File: src/rtl/exception_unit_pkg.sv
// Shared definitions for the exception unit: sequencer states, PC-source
// mux encodings, handler vector base address and exception cause codes.
package exception_unit_pkg;

    typedef enum logic [2:0] {
        IDLE      = 3'd0,
        SAVE      = 3'd1,
        MEM_REQ   = 3'd2,
        MEM_WAIT  = 3'd3,
        LOAD      = 3'd4,
        ERET_LOAD = 3'd5
    } ExcState;

    localparam logic [2:0] PC_SRC_SEQUENTIAL = 3'b000;
    localparam logic [2:0] PC_SRC_ALU        = 3'b001;
    localparam logic [2:0] PC_SRC_BRANCH     = 3'b010;
    localparam logic [2:0] PC_SRC_VECTOR     = 3'b011;
    localparam logic [2:0] PC_SRC_EPC        = 3'b100;

    localparam logic [31:0] VECTOR_BASE = 32'd253;

    localparam logic [1:0] CAUSE_OPCODE   = 2'd0;
    localparam logic [1:0] CAUSE_OVERFLOW = 2'd1;
    localparam logic [1:0] CAUSE_DIV0     = 2'd2;

    // Byte address of the memory word that holds the handler vector for a cause
    function automatic logic [31:0] vectorAddr(input logic [1:0] causeCode);
        return VECTOR_BASE + {30'b0, causeCode};
    endfunction

endpackage

File: src/rtl/exc_priority_enc.sv
// Fixed-priority encoder for the three exception request lines.
// req[0] = nonexistent opcode, req[1] = overflow, req[2] = divide by zero.
module exc_priority_enc
    import exception_unit_pkg::*;
(
    input  logic [2:0] req,
    output logic       valid,
    output logic [1:0] cause
);

    // Lowest-numbered request wins; cause is meaningless when valid is low
    always_comb begin
        valid = |req;
        cause = CAUSE_OPCODE;
        if (req[0]) begin
            cause = CAUSE_OPCODE;
        end else if (req[1]) begin
            cause = CAUSE_OVERFLOW;
        end else if (req[2]) begin
            cause = CAUSE_DIV0;
        end
    end

endmodule

File: src/rtl/exception_unit.sv
// Exception sequencer: saves the faulting PC, fetches the handler vector from
// memory and requests a PC load; also services return-from-exception.
module exception_unit
    import exception_unit_pkg::*;
#(
    parameter int MEM_LATENCY = 1
) (
    input  logic        clk,
    input  logic        reset,
    input  logic        exc_opcode,
    input  logic        exc_overflow,
    input  logic        exc_div0,
    input  logic        eret,
    input  logic [31:0] pc_value,
    input  logic [31:0] mem_data,
    output logic [31:0] exc_mem_addr,
    output logic        exc_mem_sel,
    output logic [31:0] EPC_out,
    output logic [31:0] vector_out,
    output logic [2:0]  PC_src_req,
    output logic        pc_write_req,
    output logic        busy,
    output logic [1:0]  cause
);

    ExcState    state;
    logic [2:0] waitCount;
    logic       excValid;
    logic [1:0] excCause;
    logic       unusedMemHigh;

    // Only the low byte of the vector word carries the handler address
    assign unusedMemHigh = ^mem_data[31:8];

    exc_priority_enc priorityEnc (
        .req   ({exc_div0, exc_overflow, exc_opcode}),
        .valid (excValid),
        .cause (excCause)
    );

    // Sequencer with registered outputs: every output is updated on the edge
    // that enters the state it belongs to, so requests arriving while busy
    // are simply never looked at.
    always_ff @(posedge clk or posedge reset) begin
        if (reset) begin
            state        <= IDLE;
            waitCount    <= 3'd0;
            EPC_out      <= 32'd0;
            vector_out   <= 32'd0;
            exc_mem_addr <= 32'd0;
            exc_mem_sel  <= 1'b0;
            cause        <= 2'd0;
            PC_src_req   <= PC_SRC_SEQUENTIAL;
            pc_write_req <= 1'b0;
            busy         <= 1'b0;
        end else begin
            case (state)
                IDLE: begin
                    if (excValid) begin
                        state        <= SAVE;
                        cause        <= excCause;
                        EPC_out      <= pc_value - 32'd4;
                        exc_mem_addr <= vectorAddr(excCause);
                        busy         <= 1'b1;
                    end else if (eret) begin
                        state        <= ERET_LOAD;
                        PC_src_req   <= PC_SRC_EPC;
                        pc_write_req <= 1'b1;
                        busy         <= 1'b1;
                    end
                end
                SAVE: begin
                    state       <= MEM_REQ;
                    exc_mem_sel <= 1'b1;
                end
                MEM_REQ: begin
                    state     <= MEM_WAIT;
                    waitCount <= 3'(MEM_LATENCY);
                end
                MEM_WAIT: begin
                    if (waitCount <= 3'd1) begin
                        state        <= LOAD;
                        waitCount    <= 3'd0;
                        vector_out   <= {24'b0, mem_data[7:0]};
                        exc_mem_sel  <= 1'b0;
                        exc_mem_addr <= 32'd0;
                        PC_src_req   <= PC_SRC_VECTOR;
                        pc_write_req <= 1'b1;
                    end else begin
                        waitCount <= waitCount - 3'd1;
                    end
                end
                LOAD, ERET_LOAD: begin
                    state        <= IDLE;
                    PC_src_req   <= PC_SRC_SEQUENTIAL;
                    pc_write_req <= 1'b0;
                    busy         <= 1'b0;
                end
                default: begin
                    state        <= IDLE;
                    waitCount    <= 3'd0;
                    exc_mem_sel  <= 1'b0;
                    exc_mem_addr <= 32'd0;
                    PC_src_req   <= PC_SRC_SEQUENTIAL;
                    pc_write_req <= 1'b0;
                    busy         <= 1'b0;
                end
            endcase
        end
    end

endmodule

File: config.mk
export PLATFORM = sky130hd
export DESIGN_NAME = exception_unit
export DESIGN_NICKNAME = d
export VERILOG_FILES = /design/src/rtl/exception_unit_pkg.sv /design/src/rtl/exc_priority_enc.sv /design/src/rtl/exception_unit.sv
export SDC_FILE = /design/constraint.sdc
export NUM_CORES = 1
export LEC_CHECK = 0
export CAP_MARGIN = 20
export CORE_MARGIN = 3
export CORE_UTILIZATION = 30
export DETAILED_ROUTE_END_ITERATION = 8
export PLACE_DENSITY = 0.65
export SLEW_MARGIN = 30
export SYNTH_ARGS = -nofsm -noshare
export SYNTH_HDL_FRONTEND = slang
export SYNTH_HIERARCHICAL = 1
export SYNTH_SLANG_ARGS = --single-unit
File: constraint.sdc
create_clock -name clk -period 2.2 [get_ports clk]
set_clock_uncertainty 0.1 [all_clocks]
set_input_delay 0.44 -clock clk [delete_from_list [all_inputs] [get_ports clk]]
set_output_delay 0.44 -clock clk [all_outputs]
set_load 0.02 [all_outputs]
==> impl_metrics.ini, run 1 <==
[status]
outcome = completed

[power_and_ir_drop]
p_total_mw = 5.82
vdd_drop_max_v = 0.000510
pwr_density_cell_mw_per_mm2 = 1240
leakage_nw = 2.12

[drt]
avgViaCountPerCell = 4.37
vias = 2662
drtPass1Iterations = 4
drt_wl_total_um = 7810
drc_errors = 0
drt_iter0_drc = 88
routedWlPerCell_um = 12.8
ant_nets = 0

[synthesis]
ys_seq_area_frac = 0.448
ys_types = 40
yosysTopAreaCell = dfrtp_1
syn_area_sq_mm = 0.00318
synthTopCellsByArea = dfrtp_1 45%, buf_4 13%, xor2_1 5.5%, nand2_1 5.4%, o21ai_0 4.9%
synth.top_cell.area_share = 0.448
ys_warn_count = 6
ys.flop_type = dfrtp_1
ys_seq_elements = 57
async_flop_share = 1.00
synth_edf_count = 0
syn_area_per_cell_sq_um = 9.45
syn_inst = 337

[worst_setup_path]
crit_path_cell_trace = clkdlybuf4s50_1 > nor4_4 > and4bb_2 > nand3_2 > or4_1 > a31oi_1
reg2reg_from = waitCount[1]
cp.arrival_ps = 2210
startpoint = pc_value[12]
worstSetupStartpointType = input pin
ff2ff_path_depth = 6
crit_type = input pin to register
worst-path-max-fanout = 2
worstReg2RegEnd = vector_out[1]
max_stage_delay_ps = 500
cpMaxStageDelayCell = or4_1
cp-endpoint = EPC_out[28]
worst-path-stages = 6
crit_path_end_kind = register
crit_family = simple AND/OR/NAND/NOR gates
crit_required_ps = 2350
cp_num_buf_inv = 1
rrSetupSlack_ps = 300

[placed_design]
dp_hpwl_um = 5860
place.port_buffers = 102
post-place-ws_ps = -386
placedCellCount = 589
gp_congestion = 0.794

[cells_and_area]
fillers = 976
fin_cells = 609
layout.nets = 545
drive_above_1_share = 0.155
area_delta_synth_final_pct = 47.1
post-route-util = 0.466
multi_input_area_sq_mm = 0.00147
regArea_sq_mm = 0.00143
antenna_cells = 0

[clock_tree]
tritoncts = done
cts_root_buffer = clkbuf_8
cts.sinks = 57
cts.path.max_buffers = 2
numCtsBuffers = 9
worstSkewPairLatency_ps = 330
path_clk_slew_ps = 60
cts_hold_buf = 0
cts_htree_levels = 3

[grt]
grt_pass1_wl_um = 12300
track_usage = 0.133
grt_antenna_before_repair = 0
grt_start_max_net_pins = 58
grt_pass1_vias = 2553
globalRouteOverflowTotal = 0

[timing]
rsz0062_at_grt = false
fin_crit_ps = 2060
finalCritPeriodShare = 0.937
timing.final.ws_setup_ps = 139
finalMaxSlewViolations = 0
fin_hold_ws_ps = 377
maxClockFrequency_mhz = 485
finalHoldViolations = 0
finalSetupViolations = 0

[floorplan]
fp.dieH_um = 109
num_rows = 36
dieArea_sq_mm = 0.0119
io_pins = 174
start_util = 0.317
die_w_um = 109
core_sq_mm = 0.0100

[min_path]
hold_path_class = input pin to asynchronous set/reset pin

[job]
drv_cap = 0
worst register-to-register path: stages (launching register included):
cell	delay, ps
dfrtp_1	380
inv_1	100
ha_1	140
o21ba_2	150
nor2_1	140
nand3_1	360
mux2_2	420
metrics by stage:
stage	setup TNS (ps)	instance area (sq um)
6_report	0	4680
5_1_grt	0	4680
4_1_cts	-2.15	4630
3_5_place_dp	-6450	4420
3_3_place_gp	-5660	4420
2_1_floorplan	0	3360
cell usage after synthesis, types with 2 or more instances:
cell,number
or3_1,3
buf_2,2
nand3_1,6
buf_4,53
nand3b_1,7
o22ai_1,2
a21oi_1,5
nand2b_1,3
clkbuf_1,12
nand4_1,3
o2bb2ai_1,2
inv_1,9
dfrtp_1,57
a22o_1,2
nor2b_1,6
nand4b_1,5
nor2_1,17
xnor2_1,5
nor3_1,6
nand2_1,46
o21ai_0,31
xor2_1,20
a31oi_1,4
nor4_1,4
ha_1,4
nor4b_1,2
mux2_2,8
how the worst min path moves through the flow:
stage | depth (start not counted) | endpoint | slack, ps
after global routing | 2 | EPC_out[25] | 410
after CTS | 2 | EPC_out[0] | 380
after global placement | 2 | EPC_out[0] | 360
after floorplan | 2 | waitCount[2] | 350
after detailed placement | 2 | EPC_out[0] | 370
final | 3 | vector_out[0] | 380
cells by family (layout without fill, tap and decap cells):
group                    Yosys count  count (layout)  share of synthesized area
XOR/XNOR                          25              25                     0.0688
multiplexers                       8               8                     0.0283
adder cells (fa/ha/maj)            4               4                     0.0157
other                              1              47                    0.00118
buffers and inverters             76             169                      0.153
AO/OA/AOI/OAI                     50              50                     0.0896
AND/OR/NAND/NOR                  116             116                      0.195
flip-flops                        57              57                      0.448
repair_timing:
action	CTS	global route
setup buffers	0	3
pin swaps	0	9
hold endpoints to repair	0	0
gates cloned	1	0
endpoints found under the setup margin	1	17
resized for setup	5	11
placed cells by master, fill, tap and decap left out, drive strengths merged, types with 4 or more instances in the layout:
cell type      instances
inv                    9
mux2                   8
conb                  47
o21ai                 31
buf                   42
clkdlybuf4s50         93
dlymetal6s2s           9
nor4                   5
nand4b                 5
a21oi                  5
nor3                   7
a31oi                  4
xor2                  20
dfrtp                 57
xnor2                  5
clkbuf                13
nand3                  7
nor2                  17
nand2                 46
nor2b                  6
nand3b                 7
ha                     4
report_power, final:
group | switching, mW | leakage (nW) | internal (mW)
sequential | 0.316 | 0.700 | 1.54
combinational | 1.58 | 1.32 | 1.43
clock | 0.407 | 0.0974 | 0.552
layer usage:
layer,part of all wire,track usage,vias up
met3,0.11,0.0485,12
li1,-,-,1303
met1,0.42,0.168,1225
met5,0,0,-
met2,0.47,0.213,122
met4,0.010,0.0370,0
state kept, by name (all words and copies together), names as in the netlist:
signal and cells:
exc_mem_sel 1, busy 1, PC_src_req 2, vector_out 8, pc_write_req 1, EPC_out 32
state 3, cause 2, exc_mem_addr 4, waitCount 3
final cells by class:
type / instances / share of cell area
sequential: 57 / 0.305
clock buffer: 13 / 0.0318
clock inverter: 3 / 0.00855
inverter: 9 / 0.00721
multi-input combinational: 250 / 0.314
timing repair buffer: 144 / 0.298
tap: 133 / 0.0355
(Power assumes the default switching activity.)
==> inputs of run 2 (changes only) <==
Settings changed: CTS_BUF_LIST set to sky130_fd_sc_hd__clkbuf_16, CTS_CLUSTER_DIAMETER set to 100, RECOVER_POWER set to 50.
==> impl_metrics.ini, run 2 (same netlist as run 1, synthesis figures left out) <==
[placed_design]
dp_hpwl_um = 5860
postPlaceCellArea_sq_mm = 0.00442
gp_congestion = 0.794
placedCellCount = 589
post-place-ws_ps = -386
place.port_buffers = 102

[grt]
grt_start_max_net_pins = 58
globalRouteOverflowTotal = 0
grt_antenna_before_repair = 0
grt_pass1_wl_um = 12300
grt_pass1_vias = 2554
track_usage = 0.133

[drt]
vias = 2643
drt_iter0_drc = 80
avgViaCountPerCell = 4.33
ant_nets = 0
drc_errors = 0
drtPass1Iterations = 4
routedWlPerCell_um = 12.8
drt_wl_total_um = 7790

[worst_setup_path]
crit_path_end_kind = register
crit_required_ps = 2330
cp.arrival_ps = 2210
crit_path_cell_trace = clkdlybuf4s50_1 > nor4_4 > nor2b_2 > nand3_2 > or4_1 > a31oi_1
cp_num_buf_inv = 1
crit_type = input pin to register
cpMaxStageDelayCell = or4_1
worst-path-stages = 6
worstSetupStartpointType = input pin
ff2ff_path_depth = 7
max_stage_delay_ps = 500
worst-path-max-fanout = 2
crit_family = simple AND/OR/NAND/NOR gates

[floorplan]
start_util = 0.317
die_w_um = 109
fp.dieH_um = 109
io_pins = 174
num_rows = 36
dieArea_sq_mm = 0.0119
core_sq_mm = 0.0100

[timing]
tightest_slew_ps = 1280
fin_crit_ps = 2080
finalSetupViolations = 0
maxClockFrequency_mhz = 480
finalHoldViolations = 0
setup_tns_ps = 0
fin_hold_ws_ps = 279
slew_headroom = 0.148
finalCritPeriodShare = 0.947
timing.final.ws_setup_ps = 117
finalMaxSlewViolations = 0

[cells_and_area]
top_regs = EPC_out (32), vector_out (8), exc_mem_addr (4)
fin_cells = 610
final_cell_mix = 72 x clkdlybuf4s50_1, 57 x dfrtp_1, 47 x conb_1, 46 x nand2_1, 38 x buf_4
top_register = EPC_out
antenna_cells = 0
drive_above_1_share = 0.155
post-route-util = 0.475
layout.nets = 546
area_delta_synth_final_pct = 49.8
largest_reg_flops = 32
design_area_sq_mm = 0.00477
final_common_cell = clkdlybuf4s50_1

[clock_tree]
worstSkewPairLatency_ps = 320
cts_htree_levels = 3
cts.sinks = 57
tritoncts = done
path_clk_slew_ps = 50
cts.path.max_buffers = 2
cts_root_buffer = clkbuf_16
numCtsBuffers = 9

[job]
drv_cap = 0

[power_and_ir_drop]
pwr_density_cell_mw_per_mm2 = 1270
leakage_nw = 2.19
p_total_mw = 6.05
vdd_drop_max_v = 0.000469

[status]
outcome = completed

[min_path]
hold_path_class = input pin to register
hold_path_depth = 2
-- run 2: worst register-to-register path: stages (launching register included) --
cell      delay (ps)
dfrtp_1          400
ha_1             190
o21ba_2          220
nor2_1            50
clkbuf_1         180
a21o_1           220
a21oi_1          300
a22o_1           180
-- run 2: layer usage --
layer / wire length (um) / part of all wire / global-route usage
met1: 3270 / 0.42 / 0.168
met2: 3740 / 0.48 / 0.216
met3: 742 / 0.095 / 0.0468
met4: 40 / 0.0051 / 0.0343
met5: 0 / 0 / 0
-- run 2: report_power, final --
group | switching, mW | internal [mW]
Sequential | 0.309 | 1.54
Clock | 0.441 | 0.853
Combinational | 1.57 | 1.34
Total | 2.32 | 3.73
-- run 2: final cells by class --
type | instances | area, sq um
fillers | 966 | 5280
multi-input cells | 250 | 1490
clock buffers | 9 | 225
flip-flops and latches | 57 | 1430
inverters | 9 | 33.8
repair buffers | 145 | 1370
clock inverters | 7 | 55.1
well taps | 133 | 166
-- run 2: repair_timing --
item	CTS	global route
buffers inserted	1	3
gates cloned	1	0
hold buffers	0	0
gates resized for setup	7	16
pin swaps	5	8
setup endpoints to repair	7	12
hold endpoints to repair	0	0
-- run 2: worst paths after layout --
check	slack, ps	endpoint	startpoint
min in group asynchronous	740	EPC_out[1]	reset
worst max-delay path	120	EPC_out[28]	pc_value[24]
worst min-delay path	280	EPC_out[2]	pc_value[2]
worst max register to register	290	exc_mem_addr[8]	waitCount[0]
max in group asynchronous	460	EPC_out[28]	reset
worst min register to register	370	EPC_out[10]	EPC_out[10]
==> inputs of run 3 (changes only) <==
Settings changed: CORE_MARGIN 3 to 2.
==> impl_metrics.ini, run 3 (same netlist as run 1, synthesis figures left out) <==
[timing]
timing.final.ws_setup_ps = 69.4
finalCritPeriodShare = 0.968
finalSetupViolations = 0
fin_hold_ws_ps = 371
slew_headroom = 0.167
fin_crit_ps = 2130
maxClockFrequency_mhz = 469
finalHoldViolations = 0
rsz0062_at_grt = false
finalMaxSlewViolations = 0
tightest_slew_ps = 1250

[worst_setup_path]
ff2ff_path_depth = 6
crit_required_ps = 2310
crit_family = buffers and inverters
crit_type = input pin to register
rrSetupSlack_ps = 240
startpoint = exc_overflow
cp.arrival_ps = 2240
worstReg2RegEnd = vector_out[0]
crit_path_end_kind = register
max_stage_delay_ps = 550
crit_path_cell_trace = dlygate4sd3_1 > or3_1 > nor4b_2 > clkbuf_2 > a22o_1
cpMaxStageDelayCell = dlygate4sd3_1
reg2reg_from = waitCount[1]
cp_num_buf_inv = 2
worstSetupStartpointType = input pin
worst-path-max-fanout = 14

[clock_tree]
cts.sinks = 57
cts.path.max_buffers = 2
numCtsBuffers = 9
tritoncts = done
cts_htree_levels = 3
path_clk_slew_ps = 50
worstSkewPairLatency_ps = 320
cts_root_buffer = clkbuf_16

[drt]
ant_nets = 0
drtPass1Iterations = 4
avgViaCountPerCell = 4.36
drt_iter0_drc = 119
routedWlPerCell_um = 12.5
drc_errors = 0
drt_wl_total_um = 7660
vias = 2674

[power_and_ir_drop]
p_total_mw = 6.19
vdd_drop_max_v = 0.000496
leakage_nw = 2.13
pwr_density_cell_mw_per_mm2 = 1300

[cells_and_area]
area_delta_synth_final_pct = 50.0
largest_reg_flops = 32
top_register = EPC_out
antenna_cells = 0
drive_above_1_share = 0.155
final_cell_mix = 83 x clkdlybuf4s50_1, 57 x dfrtp_1, 47 x conb_1, 46 x nand2_1, 35 x buf_4
final_common_cell = clkdlybuf4s50_1
layout.nets = 546
top_regs = EPC_out (32), vector_out (8), exc_mem_addr (4)
post-route-util = 0.462

[placed_design]
dp_hpwl_um = 5580
place.port_buffers = 102
gp_congestion = 0.780
post-place-ws_ps = -379

[floorplan]
die_w_um = 107
io_pins = 174
fp.dieH_um = 107
start_util = 0.308
core_sq_mm = 0.0103
num_rows = 37
dieArea_sq_mm = 0.0115

[min_path]
min_delay_worst_endpoint = EPC_out[0]
hold_path_depth = 2
worstHoldStart = EPC_out[0]
hold_path_class = register to register

[grt]
grt_pass1_wl_um = 12100
track_usage = 0.135
grt_start_max_net_pins = 58
globalRouteOverflowTotal = 0
grt_antenna_before_repair = 0
grt_pass1_vias = 2553

[job]
drv_cap = 0

[status]
outcome = completed
run 3: cell count changes in the layout (fill, tap and decap cells not counted), sizes merged:
cell	delta
clkinvlp	+1
bufinv	+1
clkdlybuf4s15	-1
buf	+1
clkdlybuf4s50	+11
inv	-2
dlygate4sd3	-4
dlygate4sd2	-1
clkbuf	-1
dlymetal6s2s	-5
run 3: how the worst max path moves through the flow:
| stage | depth (start not counted) | to | slack, ps |
|---|---|---|---|
| detailed placement | 7 | EPC_out[27] | -380 |
| floorplan | 5 | EPC_out[28] | 50 |
| global route | 6 | EPC_out[28] | 5 |
| global placement | 6 | EPC_out[28] | -310 |
| finish | 5 | exc_mem_addr[8] | 70 |
| CTS | 7 | EPC_out[27] | -3 |
run 3: report_power, final:
part	switching (mW)	internal, mW	total [mW]
registers	0.352	1.54	1.89
clock network	0.470	0.978	1.45
logic	1.52	1.33	2.85
total	2.34	3.84	6.19
run 3: stage by stage:
stage,TNS (ps),instances,instance area (sq um)
after floorplan,0,383,3360
after global placement,-4920,593,4420
after detailed placement,-6150,593,4420
after CTS,-3.10,610,4740
after global routing,0,613,4770
final,0,613,4770
run 3: worst register-to-register path, delay by kind of cell (launching register included):
| family | cells | cell delay (ps) |
|---|---|---|
| AOI/OAI and AO/OA | 1 | 160 |
| adders and majority gates | 1 | 150 |
| buffers and inverters | 1 | 100 |
| DFF | 1 | 380 |
| muxes | 1 | 410 |
| and+or+nand+nor | 2 | 540 |
run 3: layout make-up:
| type | count | area, sq um |
|---|---|---|
| sequential | 57 | 1430 |
| tap | 136 | 170 |
| timing repair buffer | 145 | 1370 |
| fill | 1016 | 5550 |
| clock inverter | 7 | 86.3 |
| multi-input combinational | 250 | 1470 |
| clock buffer | 9 | 225 |
| inverter | 9 | 33.8 |
run 3: repair_timing:
action,4_1_cts,5_1_grt
gates cloned,0,1
endpoints found under the hold margin,0,0
hold buffers,0,0
setup buffers,1,2
pin swaps,0,4
setup endpoints to repair,3,14
gates resized for setup,1,9
run 3: metal layers:
layer  wire (um)  global-route usage  vias up  share of wire
met5           0                   0        -              0
met4         116              0.0622        0          0.015
met3         578              0.0407       10          0.075
met2        3720               0.228      100           0.49
met1        3250               0.157     1252           0.42
li1            -                   -     1312              -
